[src/rtl/gol_gen_sequencer.sv]
// gol_gen_sequencer
//
// Purpose:
//   Runs one Game of Life generation over an external row register file
//   per start request. Each row is computed from its three-row window
//   (above, current, below) with toroidal wrap in both directions, and
//   the results are written back. Writes trail the reads so that no row
//   is overwritten while a later window still needs its old value. While
//   idle, the host load/display port drives the register file directly.
//
// Request handshake:
//   start is a level-sensitive request. It is sampled only in IDLE, and
//   each sample starts exactly one generation. When a generation
//   finishes, done pulses for one cycle and the block returns to IDLE.
//   busy is high from the first CALC cycle through DONE. While busy,
//   start and every host_* input are ignored.
//
// Ports:
//   ph1        clock (rising edge)
//   reset      synchronous, active-high
//   start      generation request, sampled in IDLE
//   host_ra    host row address (IDLE only)
//   host_we    host write enable (IDLE only)
//   host_wd    host write data (IDLE only)
//   row_a      register file row ra-1 (mod N)
//   row        register file row ra
//   row_b      register file row ra+1 (mod N)
//   ra         row address to the register file
//   regwrite   register file write enable
//   wd         register file write data
//   busy       high in every state except IDLE
//   done       one-cycle pulse in the DONE state
//   stable     1 = the last generation changed no cell (valid from done)
//   gen_count  completed generations, wraps at 2**16
//   state_dbg  current FSM state encoding (debug observation)

module gol_gen_sequencer #(
  parameter int WIDTH   = 8,
  parameter int REGBITS = 3
) (
  input  logic               ph1,
  input  logic               reset,
  input  logic               start,
  input  logic [REGBITS-1:0] host_ra,
  input  logic               host_we,
  input  logic [WIDTH-1:0]   host_wd,
  input  logic [WIDTH-1:0]   row_a,
  input  logic [WIDTH-1:0]   row,
  input  logic [WIDTH-1:0]   row_b,
  output logic [REGBITS-1:0] ra,
  output logic               regwrite,
  output logic [WIDTH-1:0]   wd,
  output logic               busy,
  output logic               done,
  output logic               stable,
  output logic [15:0]        gen_count,
  output logic [2:0]         state_dbg
);

  localparam logic [REGBITS-1:0] LAST_ROW = {REGBITS{1'b1}};
  localparam logic [REGBITS-1:0] ROW_ONE  = REGBITS'(1);

  typedef enum logic [2:0] {
    IDLE = 3'd0,
    CALC = 3'd1,
    WB   = 3'd2,
    WBL  = 3'd3,
    WB0  = 3'd4,
    DONE = 3'd5
  } state_t;

  state_t             state, state_n;
  logic [REGBITS-1:0] r;
  logic [WIDTH-1:0]   nxt0;      // next row 0, held until the very last write
  logic [WIDTH-1:0]   pend;      // next row r-1, waiting for its write slot
  logic [WIDTH-1:0]   calc;      // next row r, computed in CALC(r>=2)
  logic               diff;      // some cell changed during this generation
  logic               stable_q;
  logic [WIDTH-1:0]   f;

  // Life rule on one three-row window. Columns wrap at the row edges.
  function automatic logic [WIDTH-1:0] life(input logic [WIDTH-1:0] a,
                                            input logic [WIDTH-1:0] m,
                                            input logic [WIDTH-1:0] b);
    logic [WIDTH-1:0] nxt;
    logic [3:0]       cnt;
    int               lc;
    int               rc;
    nxt = '0;
    for (int c = 0; c < WIDTH; c++) begin
      lc  = (c == 0) ? WIDTH - 1 : c - 1;
      rc  = (c == WIDTH - 1) ? 0 : c + 1;
      cnt = 4'(a[lc]) + 4'(a[c]) + 4'(a[rc]) +
            4'(m[lc]) + 4'(m[rc]) +
            4'(b[lc]) + 4'(b[c]) + 4'(b[rc]);
      nxt[c] = (cnt == 4'd3) | (m[c] & (cnt == 4'd2));
    end
    return nxt;
  endfunction

  assign f = life(row_a, row, row_b);

  always_ff @(posedge ph1) begin
    if (reset) begin
      state     <= IDLE;
      r         <= '0;
      nxt0      <= '0;
      pend      <= '0;
      calc      <= '0;
      diff      <= 1'b0;
      stable_q  <= 1'b0;
      gen_count <= '0;
    end else begin
      state <= state_n;
      case (state)
        IDLE: begin
          if (start) begin
            r    <= '0;
            diff <= 1'b0;
          end
        end
        CALC: begin
          diff <= diff | (f != row);
          if (r == '0) begin
            nxt0 <= f;
            r    <= ROW_ONE;
          end else if (r == ROW_ONE) begin
            pend <= f;
            r    <= REGBITS'(2);
          end else begin
            calc <= f;
          end
        end
        WB: begin
          pend <= calc;
          if (r != LAST_ROW) r <= r + ROW_ONE;
        end
        DONE: begin
          stable_q  <= ~diff;
          gen_count <= gen_count + 16'd1;
        end
        default: ;
      endcase
    end
  end

  // Next state and register file controls. Row 0 is written last so that
  // the windows of rows N-1 and 0 both see its old value; row r-1 is only
  // written in WB(r), after CALC(r) has read it as row_a.
  always_comb begin
    state_n  = state;
    ra       = r;
    regwrite = 1'b0;
    wd       = pend;
    case (state)
      IDLE: begin
        ra       = host_ra;
        regwrite = host_we;
        wd       = host_wd;
        if (start) state_n = CALC;
      end
      CALC: begin
        ra = r;
        if (r != '0 && r != ROW_ONE) state_n = WB;
      end
      WB: begin
        ra       = r - ROW_ONE;
        regwrite = 1'b1;
        wd       = pend;
        state_n  = (r == LAST_ROW) ? WBL : CALC;
      end
      WBL: begin
        ra       = LAST_ROW;
        regwrite = 1'b1;
        wd       = pend;
        state_n  = WB0;
      end
      WB0: begin
        ra       = '0;
        regwrite = 1'b1;
        wd       = nxt0;
        state_n  = DONE;
      end
      DONE: begin
        state_n = IDLE;
      end
      default: state_n = IDLE;
    endcase
  end

  assign busy      = (state != IDLE);
  assign done      = (state == DONE);
  // The registered flag only updates at the end of DONE, so the DONE cycle
  // itself presents the fresh value.
  assign stable    = done ? ~diff : stable_q;
  assign state_dbg = state;

endmodule

[config.mk]
export PLATFORM = sky130hd
export DESIGN_NAME = gol_gen_sequencer
export DESIGN_NICKNAME = d
export VERILOG_FILES = /design/src/rtl/gol_gen_sequencer.sv
export SDC_FILE = /design/constraint.sdc
export NUM_CORES = 1
export LEC_CHECK = 0
export ABC_AREA = 1
export CAP_MARGIN = 20
export CELL_PAD_IN_SITES_DETAIL_PLACEMENT = 1
export CELL_PAD_IN_SITES_GLOBAL_PLACEMENT = 2
export CORE_MARGIN = 8
export CORE_UTILIZATION = 32
export DETAILED_ROUTE_END_ITERATION = 6
export HOLD_SLACK_MARGIN = 0.12
export PLACE_DENSITY_LB_ADDON = 0.1
export SLEW_MARGIN = 30
export SYNTH_ARGS = -nofsm -noshare
export SYNTH_HDL_FRONTEND = slang
export SYNTH_SLANG_ARGS = --single-unit
[constraint.sdc]
create_clock -name ph1 -period 5.95 [get_ports ph1]
set_input_delay 1.19 -clock ph1 [delete_from_list [all_inputs] [get_ports ph1]]
set_output_delay 1.19 -clock ph1 [all_outputs]
set_load 0.01 [all_outputs]
======== Word-level counts from Yosys, hierarchy flattened ========
Cells that the tools add are included.
word-level totals
  register bits ........................... 48
  latch bits .............................. 0
  RAM bits ................................ 0
  memory bits (read-only) ................. 0
  input bits .............................. 39
  output and inout bits ................... 34
  logic and storage cells ................. 152
  memories kept ........................... 0
operators by class
  add/subtract/negate cells ............... 59
  multipliers ............................. 0
  divide/modulo/power cells ............... 0
  magnitude comparators ................... 0
  eq/ne operators ......................... 32
  shift-type cells ........................ 0
  muxes and demuxes ....................... 18
  bitwise operators ....................... 20
  reduce and logical (&&, ||, !) cells .... 15
operators by type and width
  operator                                                         count
  4-bit by 1-bit adder with 4-bit output                           32
  4-bit by 2-bit == test with 1-bit output, second input constant  16
  3-bit by 1-bit adder with 4-bit output                           8
  8-bit case mux with 2 select lines                               2
  2-bit by 1-bit adder with 3-bit output                           8
  3-bit two-way mux                                                6
  1-bit by 1-bit adder with 2-bit output                           8
  16-bit by 1-bit adder with 16-bit output, second input constant  1
  8-bit two-way mux                                                2
  3-bit case mux with 5 select lines                               1
  3-bit case mux with 4 select lines                               1
  2-bit inequality test, second input constant                     5
  3-bit == test, second input constant                             3
  1-bit OR                                                         9
  3-bit case mux with 3 select lines                               1
  3-bit nonzero test                                               3
  1-bit AND                                                        8
  8-bit inequality test                                            1
  3-bit by 1-bit == test with 1-bit output, second input constant  2
  3-bit by 2-bit == test with 1-bit output, second input constant  2
  3-bit zero test                                                  2
  3-bit inequality test, second input constant                     2
  2-bit AND reduction                                              3
  3-bit AND reduction                                              2
  other kinds (11)                                                 16

======== Depth between registers and ports, before layout ========
Gate-level depths: netlist of the first run.
  depth in word-level cells ............... 13
  gate-level depth with buffers ........... 17
  mapped depth without buffers ............ 17

======== Worst setup path after synthesis of the first run ========
OpenSTA, ideal clock, no wires.
  path type ............................... in2reg
  start ................................... in row_a[5]
  end ..................................... reg diff
  setup time .............................. 0.111 ns
  data arrival time ....................... 4.096 ns
  slack ................................... 1.742 ns
  stages on the path ...................... 15
  path buffers ............................ 0
  path through ............................ inv_1 > fa_1 > fa_1 > fa_1 > inv_1 > ha_1 > fa_1 > a21boi_0 > nand2_1 > nand2_1 > nand2_1 > nor2_1 > nand3_1 > nor2_1 > nor2_1
on the way
  longest elaborated chain between the ends .. 13
ends and longest elaborated chain
  element                                               RTL line  source
  from (decl)                                           47        input logic [WIDTH-1:0] row_a,
  1-bit by 1-bit adder with 2-bit output                93        cnt = 4'(a[lc]) + 4'(a[c]) + 4'(a[rc]) +
  2-bit by 1-bit adder with 3-bit output                93
  3-bit by 1-bit adder with 4-bit output                93
  4-bit by 1-bit adder with 4-bit output (2 in series)  94        4'(m[lc]) + 4'(m[rc]) +
  4-bit by 1-bit adder with 4-bit output (2 in series)  95        4'(b[lc]) + 4'(b[c]) + 4'(b[rc]);
  4-bit by 2-bit == test with 1-bit output              96        nxt[c] = (cnt == 4'd3) | (m[c] & (cnt == 4'd2));
  1-bit AND                                             96
  1-bit OR                                              96
  8-bit inequality test *                               123       diff <= diff | (f != row);
  1-bit OR *                                            123
  1-bit case mux with 2 select lines *                  115       case (state)
  to (signal assigned)                                  123
  to (decl)                                             77        logic diff;
Every way passes the cells marked *; elsewhere a longest branch is shown, timed or not.
A chain may end at the register's enable or synchronous reset.

======== Worst setup path in the final report of the first run ========
  start ................................... in row[1]
  end ..................................... reg diff
on the way
  longest elaborated chain between the ends .. 11
ends and longest elaborated chain
  element                                               RTL line  source
  from (decl)                                           48        input logic [WIDTH-1:0] row,
  3-bit by 1-bit adder with 4-bit output                93
  4-bit by 1-bit adder with 4-bit output (2 in series)  94
  4-bit by 1-bit adder with 4-bit output (2 in series)  95
  4-bit by 2-bit == test with 1-bit output              96
  1-bit AND                                             96
  1-bit OR                                              96
  8-bit inequality test *                               123
  1-bit OR *                                            123
  1-bit case mux with 2 select lines *                  115
Marks and branches as above.

==> results of run 1 <==
==> kinds of logic after synthesis <==
| logic type | after synthesis | synth area share (%) |
|---|---|---|
| flops | 48 | 23.9 |
| xor+xnor | 5 | 1.09 |
| simple gates | 215 | 23.6 |
| fa+ha+maj | 62 | 25.2 |
| buf+inv | 115 | 11.3 |
| compound gates | 107 | 14.9 |
==> layer usage <==
metal  share of wire (%)  wire length, um  track usage [%]
met5                   0                0                0
met3                 2.6              298             2.08
met4                0.66               77             2.73
met2                  52             6000             27.3
met1                  45             5250             17.2
==> sequential cells by signal (all words and copies together) (netlist names) <==
| name | cells |
|---|---|
| r | 3 |
| gen_count | 16 |
| diff | 1 |
| stable_q | 1 |
| calc | 8 |
| nxt0 | 8 |
| state_dbg | 3 |
| pend | 8 |
==> cells in the final DEF, fill, tap and decap left out, types with 13 or more instances in the layout <==
cell	netlist	final
a21oi_1	51	51
clkdlybuf4s50_1	0	71
dfxtp_1	48	48
fa_1	32	32
ha_1	30	30
inv_1	98	98
nand2_1	114	114
nand3_1	29	29
nor2_1	35	34
nor3_1	13	13
o21ai_0	30	30
==> worst max-delay path, stage by stage <==
cell and delay [ns]:
clkdlybuf4s50_1 0.50, inv_1 0.12, fa_1 0.53, fa_1 0.44, fa_1 0.50, inv_1 0.05
ha_1 0.20, fa_1 0.50, o21ai_0 0.08, nor2_1 0.22, nand2_1 0.17, nand2_1 0.11
nand3_1 0.06, nor2_1 0.11, nand2_1 0.07, nor2_1 0.10, nor2_1 0.04
==> cell usage after synthesis (all sizes together) (3+ instances only) <==
cell type,instances,area [sq um]
xor2,3,26.3
a211oi,3,22.5
inv,103,389
nand4,6,43.8
nand2,117,452
o21ai,33,173
nand3,29,145
dfxtp,48,961
buf,7,43.8
a21boi,5,37.5
clkbuf,4,15.0
nor3,14,75.1
nand3b,4,30.0
or2,3,18.8
nor2,38,160
a21oi,51,255
fa,32,641
ha,30,375
o211ai,9,67.6
==> report_power, final <==
part | internal (mW) | leakage [nW] | switching, mW | total, mW
registers | 0.343 | 0.390 | 0.0153 | 0.359
clock network | 0.200 | 0.0840 | 0.128 | 0.328
logic | 0.218 | 1.75 | 0.317 | 0.535
total | 0.761 | 2.22 | 0.461 | 1.22
==> layout make-up <==
| cell class | instances | share of cell area, % |
|---|---|---|
| inverters | 104 | 7.77 |
| clock inverters | 3 | 0.938 |
| well taps | 172 | 4.24 |
| clock buffers | 5 | 2.47 |
| repair buffers | 72 | 14.1 |
| multi-input cells | 389 | 51.5 |
| flip-flops and latches | 48 | 18.9 |
==> per-stage QoR <==
stage               worst slack (ns)  hold slack (ns)  total power, mW  area (sq um)  std cells
detailed placement             0.780            0.463            0.912          4900        785
CTS                             1.09            0.474             1.25          5070        793
global placement               0.863            0.459            0.892          4900        785
floorplan                       1.74            0.444            0.731          4020        552
finish                          1.16            0.474             1.22          5070        793
global route                   0.895            0.497             1.33          5070        793
==> final timing paths <==
| check | from | endpoint | slack (ns) |
|---|---|---|---|
| max reg2reg | state_dbg[1]$_SDFFE_PP0P_ | r[0]$_SDFFE_PP0P_ | 3.86 |
| min | pend[4]$_SDFFE_PP0P_ | pend[4]$_SDFFE_PP0P_ | 0.47 |
| min reg2reg | pend[4]$_SDFFE_PP0P_ | pend[4]$_SDFFE_PP0P_ | 0.47 |
| max | row[1] | diff$_SDFFE_PP0P_ | 1.16 |
==> reports/metrics.cfg, run 1 <==
[placement]
place.gp.congestion = 0.793
dpl.hpwl_mm = 9.66
io_buffers = 72

[sta]
max_slew_margin_pct = 43.6
rsz0062_at_grt = no
hold_viol_final = 0
tns_ns = 0
setup_violations = 0
skew_ns = 0.00647
drv_slew = 0
max_freq_mhz = 209
worstMarginPinSlew_ns = 0.845
min_period_ns = 4.79
period_share_pct = 80.5

[worst_hold_path]
hp-class = flop to flop
holdPathStages = 2

[floorplanning]
core_area_sq_mm = 0.0125
fp.dieW_um = 128
start_util_pct = 32.3
rows = 41
dieArea_sq_mm = 0.0164
io_pins = 73
fp.dieH_um = 128

[power_and_ir_drop]
power-per-cell-area_mw_per_mm2 = 241
peakVddDrop_mv = 0.107
cellLeakagePower_nw = 2.22

[clock_tree]
cts_tree = yes
ctsResizeCount = 0
clk_pin_slew_ns = 0.07
htreeDepth = 2
clkSinkCount = 48
postCtsHoldBufs = 0
post_cts_buffers = 0
clock_path_buffers = 2
clkLatencyLatePin_ns = 0.29
cts_made_buffers = 5
clockRootBuffer = clkbuf_16

[global_route]
antenna_found_initial = 0
grt_max_degree = 29
gr-usage-all-layers_pct = 14.6
grt_pass1_wl_mm = 19.6
grt_pass1_vias = 4045
grt-ovfl-total = 0

[setup_path]
end_kind = flop
cp.required_ns = 6.14
arrival_ns = 4.98
critical_path_class = input port to flop
path_max_fanout = 3
rr_worst_depth = 7
start_kind = input port

[yosys]
syn_avg_cell_area_sq_um = 7.29
synthCells = 552
synth-seq-cells = 48
syn_area_sq_mm = 0.00402
synth_edf_count = 0
ys_seq_area_share_pct = 23.9
synth-warning-count = 0
syn_nets = 653
async_flop_share_pct = 0
ys_types = 41
synth_flop_cell = dfxtp_1

[routing]
vias_per_cell = 4.75
antenna_left = 0
drt_iter0_markers = 137
vias = 3768
wl_per_cell_um = 14.7
wl_mm = 11.6
first_pass_iters = 4
drc = 0

[cells_and_area]
drive_gt1_share_pct = 4.67
n_antenna_cell = 0
nets = 721
nFillCells = 1571
area_growth_pct = 26.0
multiInputGateArea_sq_mm = 0.00261
regArea_sq_um = 961
fin_util_pct = 40.7

[flow_run]
max_cap_viol_count = 0

[outcome]
status = finished, final reports clean

Power figures use the tool's default switching activity.
==> run 2: changes to the inputs <==
CORE_UTILIZATION = 30   (was 32)
clock period = 5 ns   (was 5.95 ns; I/O delays follow)
==> run 2 against run 1 <==
Net effect:
- hold slack got worse by 0.0052 ns
- core utilization fell by 1.9 points
- non-clock buffer count rose by 4
- register-to-register slack got worse by 0.89 ns
==> reports/metrics.cfg, run 2 (synthesis results as in run 1) <==
[outcome]
status = finished, final reports clean

[floorplanning]
start_util_pct = 30.5  ; -1.8 points
core_area_sq_mm = 0.0132  ; +5.8%
fp.dieH_um = 132  ; +2.9%
rows = 42  ; +2.4%
io_pins = 73  ; unchanged
dieArea_sq_mm = 0.0174  ; +5.8%
fp.dieW_um = 132  ; +2.9%

[clock_tree]
clock_path_buffers = 2  ; unchanged
post_cts_buffers = 0  ; unchanged
clkLatencyLatePin_ns = 0.29  ; about the same
clockRootBuffer = clkbuf_16
clkSinkCount = 48  ; unchanged
postCtsHoldBufs = 0  ; unchanged
ctsResizeCount = 0  ; unchanged
cts_tree = yes
clk_pin_slew_ns = 0.07  ; about the same
htreeDepth = 2  ; unchanged
cts_made_buffers = 5  ; unchanged

[sta]
max_slew_margin_pct = 45.1  ; +1.5 points
skew_ns = 0.00606  ; -0.000407 ns
rsz0062_at_grt = no
setup_violations = 0  ; unchanged
hold_viol_final = 0  ; unchanged
drv_slew = 0  ; unchanged
period_share_pct = 93.0
min_period_ns = 4.65
worst_hold_slack_ns = 0.468  ; -0.00523 ns
worstMarginPinSlew_ns = 0.823  ; -0.0221 ns
tns_ns = 0  ; unchanged
max_freq_mhz = 215

[power_and_ir_drop]
seqPwrFrac_pct = 28.4  ; -0.9 points
cellLeakagePower_nw = 2.24  ; +1.1%
p_sw_share_pct = 36.2  ; -1.5 points
p_int_uw = 961  ; +26%
comb_power_share_pct = 43.2  ; -0.6 points
pwr-share-clk_pct = 28.4  ; +1.6 points
power-per-cell-area_mw_per_mm2 = 294  ; +22%
peakVddDrop_mv = 0.129  ; +21%
power_switching_uw = 544  ; +18%

[cells_and_area]
nets = 725  ; +0.55%
final_common_cell = nand2_1
layout.cells.most_common_list = nand2_1, inv_1, clkdlybuf4s50_1
largest_reg_flops = 16  ; unchanged
drive_gt1_share_pct = 4.81  ; +0.14 points
n_antenna_cell = 0  ; unchanged
area_growth_pct = 27.3
top_register = gen_count

[global_route]
grt_max_degree = 29  ; unchanged
grt_pass1_wl_mm = 20.3  ; +3.9%
antenna_found_initial = 0  ; unchanged
grt-ovfl-total = 0  ; unchanged
gr-usage-all-layers_pct = 14.0  ; -0.54 points
grt_pass1_vias = 4081  ; +0.89%

[routing]
first_pass_iters = 4  ; unchanged
wl_per_cell_um = 15.0  ; +2.6%
wl_mm = 12.0  ; +3.6%
vias_per_cell = 4.79  ; +0.70%
antenna_left = 0  ; unchanged
vias = 3828  ; +1.6%
drt_iter0_markers = 156  ; +14%
drc = 0  ; unchanged

[placement]
io_buffers = 72  ; unchanged
place.gp.congestion = 0.815  ; +2.7%
dpl.hpwl_mm = 9.92  ; +2.8%

[flow_run]
max_cap_viol_count = 0  ; unchanged

[setup_path]
path_max_fanout = 3  ; unchanged
cp.required_ns = 5.18  ; -0.96 ns
cp-startpoint = row[5]
end_kind = flop
timing.rr.start = state_dbg[0]$_SDFFE_PP0P_
arrival_ns = 4.83  ; -0.15 ns
start_kind = input port
critical_path_class = input port to flop
r2r_slack_ns = 2.97  ; -0.89 ns

[worst_hold_path]
hp-class = flop to flop
hp-start = pend[3]$_SDFFE_PP0P_

==> run 2: changes by cell type in the layout (fill, tap and decap cells not counted) <==
cell	change
nor2_1	+1
clkinv_4	-2
nor2_2	-1
buf_2	-1
buf_4	+4
clkdlybuf4s50_1	+1
bufinv_16	+1
==> run 2: area by class of cell <==
type	count	area (sq um)
Clock buffer	5	125
Inverter	104	394
Multi-Input combinational cell	389	2610
Sequential cell	48	961
Tap cell	176	220
Clock inverter	2	60.1
Fill cell	1643	8070
Timing Repair Buffer	76	751
==> run 2: worst paths after layout <==
check | cells after the start | end
max | 16 | diff$_SDFFE_PP0P_
min | 2 | pend[3]$_SDFFE_PP0P_
max reg2reg | 7 | r[0]$_SDFFE_PP0P_
min reg2reg | 2 | pend[3]$_SDFFE_PP0P_
==> run 2: power groups by stage <==
stage / clock network, mW / registers, mW / logic, mW
5_1_grt: 0.456 / 0.431 / 0.750
4_1_cts: 0.438 / 0.428 / 0.665
3_3_place_gp: 0 / 0.436 / 0.635
2_1_floorplan: 0 / 0.431 / 0.439
3_5_place_dp: 0 / 0.436 / 0.661
6_report: 0.427 / 0.428 / 0.650
==> run 2: metal layers <==
layer  vias to the layer above  wire length, um  share of wire [%]  global-route usage [%]
met5                         -                0                  0                       0
met4                         0              180                1.5                    4.08
met3                        11              385                3.2                    2.21
met2                        64             5980                 50                    25.2
met1                      1832             5490                 46                    16.9
li1                       1921                -                  -                       -
==> run 2: worst max-delay path: stages <==
cell	delay, ns
clkdlybuf4s50_1	0.54
inv_1	0.14
fa_1	0.54
fa_1	0.46
fa_1	0.49
inv_1	0.05
ha_1	0.20
fa_1	0.48
a21boi_0	0.31
nand2_1	0.09
nand2_1	0.06
nand2_1	0.05
nor2_1	0.15
nand3_1	0.10
nor2_1	0.11
nor2_1	0.04
==> run 2: metrics by stage <==
| stage | total power [mW] | instances | util [%] | cell area [sq um] | setup slack [ns] |
|---|---|---|---|---|---|
| detailed placement | 1.10 | 793 | 37.4 | 4940 | -0.00495 |
| global route | 1.64 | 800 | 38.8 | 5120 | 0.129 |
| finish | 1.50 | 800 | 38.8 | 5120 | 0.352 |
| CTS | 1.53 | 800 | 38.8 | 5120 | 0.302 |
| floorplan | 0.870 | 552 | - | 4020 | 0.982 |
| global placement | 1.07 | 793 | 37.4 | 4940 | 0.0638 |
